## src/rtl/sss_seq_reader.sv

```systemverilog
// rtl/sss_seq_reader.sv - read sequencer for the SSS pattern RAM with a 2-entry skid FIFO
// Optional descending-order reads are enabled by defining SSS_RD_REV_EN (adds irev).
module sss_seq_reader #(
    parameter int pDAT_W   = 4,
    parameter int pDAT_Num = 1024,
    parameter int pREP_W   = 4
) (
    input  logic              iclk,
    input  logic              irst,
    input  logic              istart,
    input  logic [10:0]       ibase,
    input  logic [10:0]       ilen,
    input  logic [pREP_W-1:0] irep,
`ifdef SSS_RD_REV_EN
    input  logic              irev,
`endif
    output logic [10:0]       oaddr,
    output logic              oval,
    input  logic [pDAT_W-1:0] idat,
    output logic [pDAT_W-1:0] odat,
    output logic              oval_out,
    input  logic              irdy,
    output logic              osop,
    output logic              oeop,
    output logic              obusy,
    output logic              odone,
    output logic              oerr
);

    localparam logic [10:0] ADDR_MASK = 11'(pDAT_Num - 1);
    localparam int          ENT_W     = pDAT_W + 2;

    typedef enum logic [1:0] {IDLE, RUN, DRAIN} state_t;

    state_t            state_q, state_d;
    logic [10:0]       base_q, base_d;
    logic [10:0]       len_q, len_d;
    logic [pREP_W-1:0] rep_q, rep_d;
    logic              rev_q, rev_d;
    logic [10:0]       off_q, off_d;
    logic [pREP_W-1:0] pass_q, pass_d;
    logic              busy_q, busy_d;
    logic              inflight_q, inflight_d;
    logic              tag_sop_q, tag_sop_d;
    logic              tag_eop_q, tag_eop_d;
    logic              done_q, done_d;
    logic              err_q, err_d;
    logic [ENT_W-1:0]  mem_q [2];
    logic [ENT_W-1:0]  mem_d [2];
    logic              wr_ptr_q, wr_ptr_d;
    logic              rd_ptr_q, rd_ptr_d;
    logic [1:0]        cnt_q, cnt_d;

    logic              pop;
    logic              push;
    logic [2:0]        level;
    logic              issue;
    logic              last_off;
    logic [10:0]       rd_off;
    logic [10:0]       addr_full;
    logic [ENT_W-1:0]  head;

    // Occupancy the FIFO will reach once the in-flight word lands; a read is
    // only issued when there is guaranteed room for its data.
    assign pop       = (cnt_q != 2'd0) & irdy;
    assign push      = inflight_q;
    assign level     = 3'(cnt_q) + 3'(inflight_q) - 3'(pop);
    assign issue     = (state_q == RUN) && (level <= 3'd1);
    assign last_off  = (off_q == (len_q - 11'd1));
    assign rd_off    = rev_q ? (len_q - 11'd1 - off_q) : off_q;
    assign addr_full = base_q + rd_off;

    assign oval  = issue;
    assign oaddr = issue ? (addr_full & ADDR_MASK) : 11'd0;

    assign head     = mem_q[rd_ptr_q];
    assign oval_out = (cnt_q != 2'd0);
    assign odat     = oval_out ? head[pDAT_W-1:0] : '0;
    assign osop     = oval_out & head[pDAT_W+1];
    assign oeop     = oval_out & head[pDAT_W];
    assign obusy    = busy_q;
    assign odone    = done_q;
    assign oerr     = err_q;

    always_comb begin
        state_d    = state_q;
        base_d     = base_q;
        len_d      = len_q;
        rep_d      = rep_q;
        rev_d      = rev_q;
        off_d      = off_q;
        pass_d     = pass_q;
        busy_d     = busy_q;
        done_d     = 1'b0;
        err_d      = 1'b0;
        inflight_d = issue;
        tag_sop_d  = (off_q == 11'd0);
        tag_eop_d  = last_off;

        case (state_q)
            IDLE: begin
                if (istart) begin
                    if (ilen != 11'd0) begin
                        base_d  = ibase;
                        len_d   = ilen;
                        rep_d   = irep;
`ifdef SSS_RD_REV_EN
                        rev_d   = irev;
`else
                        rev_d   = 1'b0;
`endif
                        off_d   = 11'd0;
                        pass_d  = '0;
                        busy_d  = 1'b1;
                        state_d = RUN;
                    end else begin
                        err_d = 1'b1;
                    end
                end
            end
            RUN: begin
                if (issue) begin
                    if (last_off) begin
                        off_d = 11'd0;
                        if (pass_q == rep_q) begin
                            state_d = DRAIN;
                        end else begin
                            pass_d = pass_q + 1'b1;
                        end
                    end else begin
                        off_d = off_q + 11'd1;
                    end
                end
            end
            DRAIN: begin
                // Finish in the cycle the final word transfers so odone lands right after it.
                if (level == 3'd0) begin
                    done_d  = 1'b1;
                    busy_d  = 1'b0;
                    state_d = IDLE;
                end
            end
            default: begin
                state_d = IDLE;
            end
        endcase
    end

    always_comb begin
        mem_d    = mem_q;
        wr_ptr_d = wr_ptr_q;
        rd_ptr_d = rd_ptr_q;
        if (push) begin
            mem_d[wr_ptr_q] = {tag_sop_q, tag_eop_q, idat};
            wr_ptr_d        = ~wr_ptr_q;
        end
        if (pop) begin
            rd_ptr_d = ~rd_ptr_q;
        end
        cnt_d = cnt_q + 2'(push) - 2'(pop);
    end

    always_ff @(posedge iclk) begin
        if (irst) begin
            state_q    <= IDLE;
            base_q     <= 11'd0;
            len_q      <= 11'd0;
            rep_q      <= '0;
            rev_q      <= 1'b0;
            off_q      <= 11'd0;
            pass_q     <= '0;
            busy_q     <= 1'b0;
            inflight_q <= 1'b0;
            tag_sop_q  <= 1'b0;
            tag_eop_q  <= 1'b0;
            done_q     <= 1'b0;
            err_q      <= 1'b0;
            mem_q[0]   <= '0;
            mem_q[1]   <= '0;
            wr_ptr_q   <= 1'b0;
            rd_ptr_q   <= 1'b0;
            cnt_q      <= 2'd0;
        end else begin
            state_q    <= state_d;
            base_q     <= base_d;
            len_q      <= len_d;
            rep_q      <= rep_d;
            rev_q      <= rev_d;
            off_q      <= off_d;
            pass_q     <= pass_d;
            busy_q     <= busy_d;
            inflight_q <= inflight_d;
            tag_sop_q  <= tag_sop_d;
            tag_eop_q  <= tag_eop_d;
            done_q     <= done_d;
            err_q      <= err_d;
            mem_q[0]   <= mem_d[0];
            mem_q[1]   <= mem_d[1];
            wr_ptr_q   <= wr_ptr_d;
            rd_ptr_q   <= rd_ptr_d;
            cnt_q      <= cnt_d;
        end
    end

endmodule

```

## config.mk

```make
export PLATFORM = sky130hd
export DESIGN_NAME = sss_seq_reader
export DESIGN_NICKNAME = d
export VERILOG_FILES = /design/src/rtl/sss_seq_reader.sv
export SDC_FILE = /design/constraint.sdc
export NUM_CORES = 1
export LEC_CHECK = 0
export BUFFER_PORTS_ARGS = -buffer_cell sky130_fd_sc_hd__buf_4
export CAP_MARGIN = 15
export CORE_MARGIN = 2
export CORE_UTILIZATION = 55
export CTS_CLUSTER_DIAMETER = 60
export DETAILED_ROUTE_END_ITERATION = 8
export GPL_ROUTABILITY_DRIVEN = 0
export MAX_ROUTING_LAYER = met4
export PLACE_DENSITY_LB_ADDON = 0.25
export REMOVE_ABC_BUFFERS = 1
export SLEW_MARGIN = 40
export SYNTH_ARGS = -nofsm -noshare
export SYNTH_HDL_FRONTEND = slang
export SYNTH_SLANG_ARGS = --single-unit
```

## constraint.sdc

```tcl
create_clock -name iclk -period 6.5 [get_ports iclk]
set_input_delay 1.3 -clock iclk [delete_from_list [all_inputs] [get_ports iclk]]
set_output_delay 1.3 -clock iclk [all_outputs]
set_load 0.01 [all_outputs]
```

==> summary.txt <==
Cells and area
  – Area Growth Syn to Fin: 15.9%
  – Fraction of layout cells with a size suffix above 1: 19.8%
  – Util after Layout: 66.6%
  – Area of the multi-input gates: 2220 um^2
  – FF/Latch Area: 1280 um^2
  – Design area: 4280 um^2
  – Diode count: 0
  – Commonest cells after routing, fill and taps aside: 82 x nand2_1, 64 x dfxtp_1, 57 x a21oi_1
  – Final #Nets: 555
  – Filler cells: 579
  – Most common cell after layout, fill and taps aside: nand2_1

Clock tree
  – Post-CTS resize count: 0
  – Clock Path Buffers: 2
  – Skew-Pair Late Insertion Delay: 0.35 ns
  – TritonCTS Buffers: 9
  – Worst-path clk slew: 0.07 ns
  – Clock sinks: 64
  – Clock Root Buffer: clkbuf_8
  – CTS H-tree depth: 3
  – Hold buffer count at CTS: 0
  – CTS tree: yes
  – Post-CTS setup buffers: 0

Critical path
  – Slowest cell on the critical path: or3_1
  – Slowest Stage Delay on Critical Path: 0.56 ns
  – Critical Path, Cell by Cell: buf_4 > nor2b_1 > ha_1 > inv_1 > ha_1 > fa_1 > or3_1 > inv_2 > nand2_1 > a21oi_1 > buf_4
  – WP data arrival: 3.63 ns
  – Setup CP Type: primary input to primary output
  – Crit. End Element: primary output
  – CP startpoint kind: primary input
  – Max FO, Critical Path: 9
  – Worst path required time: 5.20 ns

Global route
  – First-pass GRT wire length: 14,400 um
  – Initial antenna violation count: 0
  – Overall Global Routing Usage: 25.4%
  – Via count of the first global-routing pass: 3,211
  – Global route overflow: 0
  – Largest net degree at the start of global routing: 69

Yosys
  – Synth warn: 0
  – Cells after Synth: 467
  – Async set-reset flop share out of synthesis: 0%
  – Share of the yosys chip area belonging to registers: 34.7%
  – Ys flop type: dfxtp_1
  – Post-Synthesis Cell Area: 3690 um^2
  – Syn Area/Cell: 7.90 um^2
  – Post-synth EDFFs: 0
  – #FFs+latches synth: 64
  – Synth cell types: 62

Power
  – Comb power frac: 23.5%
  – Sw Share: 31.9%
  – Share of power burned in registers: 43.2%
  – Clock power share: 33.2%
  – Sw Pwr: 0.339 mW
  – Cell Pwr Density: 248 nW/um^2
  – Power Internal: 0.723 mW
  – Cell leakage power: 1.74 nW
  – Worst IR Drop VDD: 0.123 mV

Drt
  – Antenna viol nets, final: 0
  – WL final: 8630 um
  – Via/cell ratio: 5.88
  – Initial drt markers: 170
  – Via Count: 3,443
  – Drt pass-1 iters: 7
  – DRC Markers: 4
  – Routed wire per std cell: 14.7 um

Timing
  – TNS Setup: 0 ns
  – Worst slew margin: 54.7%
  – Final setup vio count: 0
  – Fin. max-slew vios: 0
  – Clock skew: 0.00761 ns
  – Fmax: 0.203 GHz
  – Final Hold Fails: 0
  – Least-Margin Pin Slew: 0.680 ns
  – Period utilisation layout: 75.8%
  – Final worst slack: 1.57 ns
  – RSZ-0062 raised after global routing: false
  – Period minus WS final: 4.93 ns

Floorplan
  – Die ar.: 7380 um^2
  – Core Area: 6420 um^2
  – Row cnt: 29
  – Initial Util: 57.4%
  – Die width: 85.9 um
  – Num ports: 56
  – Die H: 85.9 um

Status
  – Failing checks: design-rule violations
  – Status: finished, violations left

Placement
  – Setup WS pre-CTS: 1.57 ns
  – Post-Place Cell Area: 4070 um^2
  – Post-DP HPWL: 6070 um
  – # port buffers: 53

Min path
  – Hold Crit Class: flip-flop to flip-flop

Flow run
  – Max capacitance violation total: 0
## power groups by stage
stage	Sequential, mW	Combinational [mW]	Clock [mW]
after floorplan	0.457	0.166	0
after global placement	0.467	0.240	0
after detailed placement	0.469	0.249	0
after CTS	0.460	0.250	0.359
after global routing	0.464	0.277	0.372
final	0.459	0.250	0.353
## state kept, by name, summed over array words and instances, names as in the netlist
register    flops
oerr            1
obusy           1
off_q          11
len_q          11
state_q         2
tag_sop_q       1
base_q         10
rd_ptr_q        1
wr_ptr_q        1
pass_q          4
inflight_q      1
cnt_q           2
tag_eop_q       1
odone           1
mem_q          12
rep_q           4
## metal layers
| layer | wire, um | vias to the layer above | global-route usage [%] |
|---|---|---|---|
| met3 | 445 | 22 | 5.00 |
| met2 | 4180 | 100 | 41.0 |
| met5 | 0 | - | - |
| li1 | - | 1712 | - |
| met1 | 3790 | 1609 | 30.3 |
| met4 | 214 | 0 | 12.0 |
## synthesized netlist by cell type, drive strengths merged (9+ instances only)
master / number / area, um^2
o21ai: 9 / 45.0
xor2: 9 / 78.8
inv: 16 / 60.1
nand3: 21 / 105
clkbuf: 22 / 82.6
nor3: 12 / 60.1
nand2: 83 / 312
dfxtp: 64 / 1280
nor2: 26 / 97.6
a21oi: 58 / 294
ha: 15 / 188
xnor2: 15 / 131
## layout make-up
cell class | instances | share of cell area (%)
multi-input cells | 358 | 51.9
flip-flops and latches | 64 | 30.0
repair buffers | 55 | 9.65
clock buffers | 11 | 3.54
well taps | 77 | 2.25
inverters | 16 | 1.40
clock inverters | 5 | 1.29
## path summary, 6_finish.rpt
check	startpoint	end	slack [ns]	depth (start not counted)
worst max register to register	cnt_q[1]$_SDFF_PP0_	pass_q[3]$_SDFFE_PP0P_	2.70	13
worst min register to register	mem_q[8]$_SDFFE_PP0P_	mem_q[8]$_SDFFE_PP0P_	0.46	2
worst max-delay path	irdy	oaddr[5]	1.57	11
worst min-delay path	mem_q[8]$_SDFFE_PP0P_	mem_q[8]$_SDFFE_PP0P_	0.46	2
## worst max-delay path: cells and delay by family
family                   cells  cell delay (ns)
AO/OA/AOI/OAI                1             0.11
adder cells (fa/ha/maj)      3             0.99
buffers and inverters        4             0.45
AND/OR/NAND/NOR              3             0.77
## metrics by stage
stage / total power [mW] / cells / hold slack, ns
after floorplan: 0.623 / 438 / 0.426
after global placement: 0.708 / 570 / 0.439
after detailed placement: 0.717 / 570 / 0.447
after CTS: 1.07 / 586 / 0.457
after global routing: 1.11 / 586 / 0.476
final: 1.06 / 586 / 0.456
## cells by family after synthesis
family	share of synthesized area [%]
AND/OR/NAND/NOR	28.9
AO/OA/AOI/OAI	17.0
flip-flops	34.7
buffers and inverters	5.39
XOR/XNOR	5.70
adder cells (fa/ha/maj)	6.17
multiplexers	2.04
other	0.102
(Power assumes the default switching activity.)
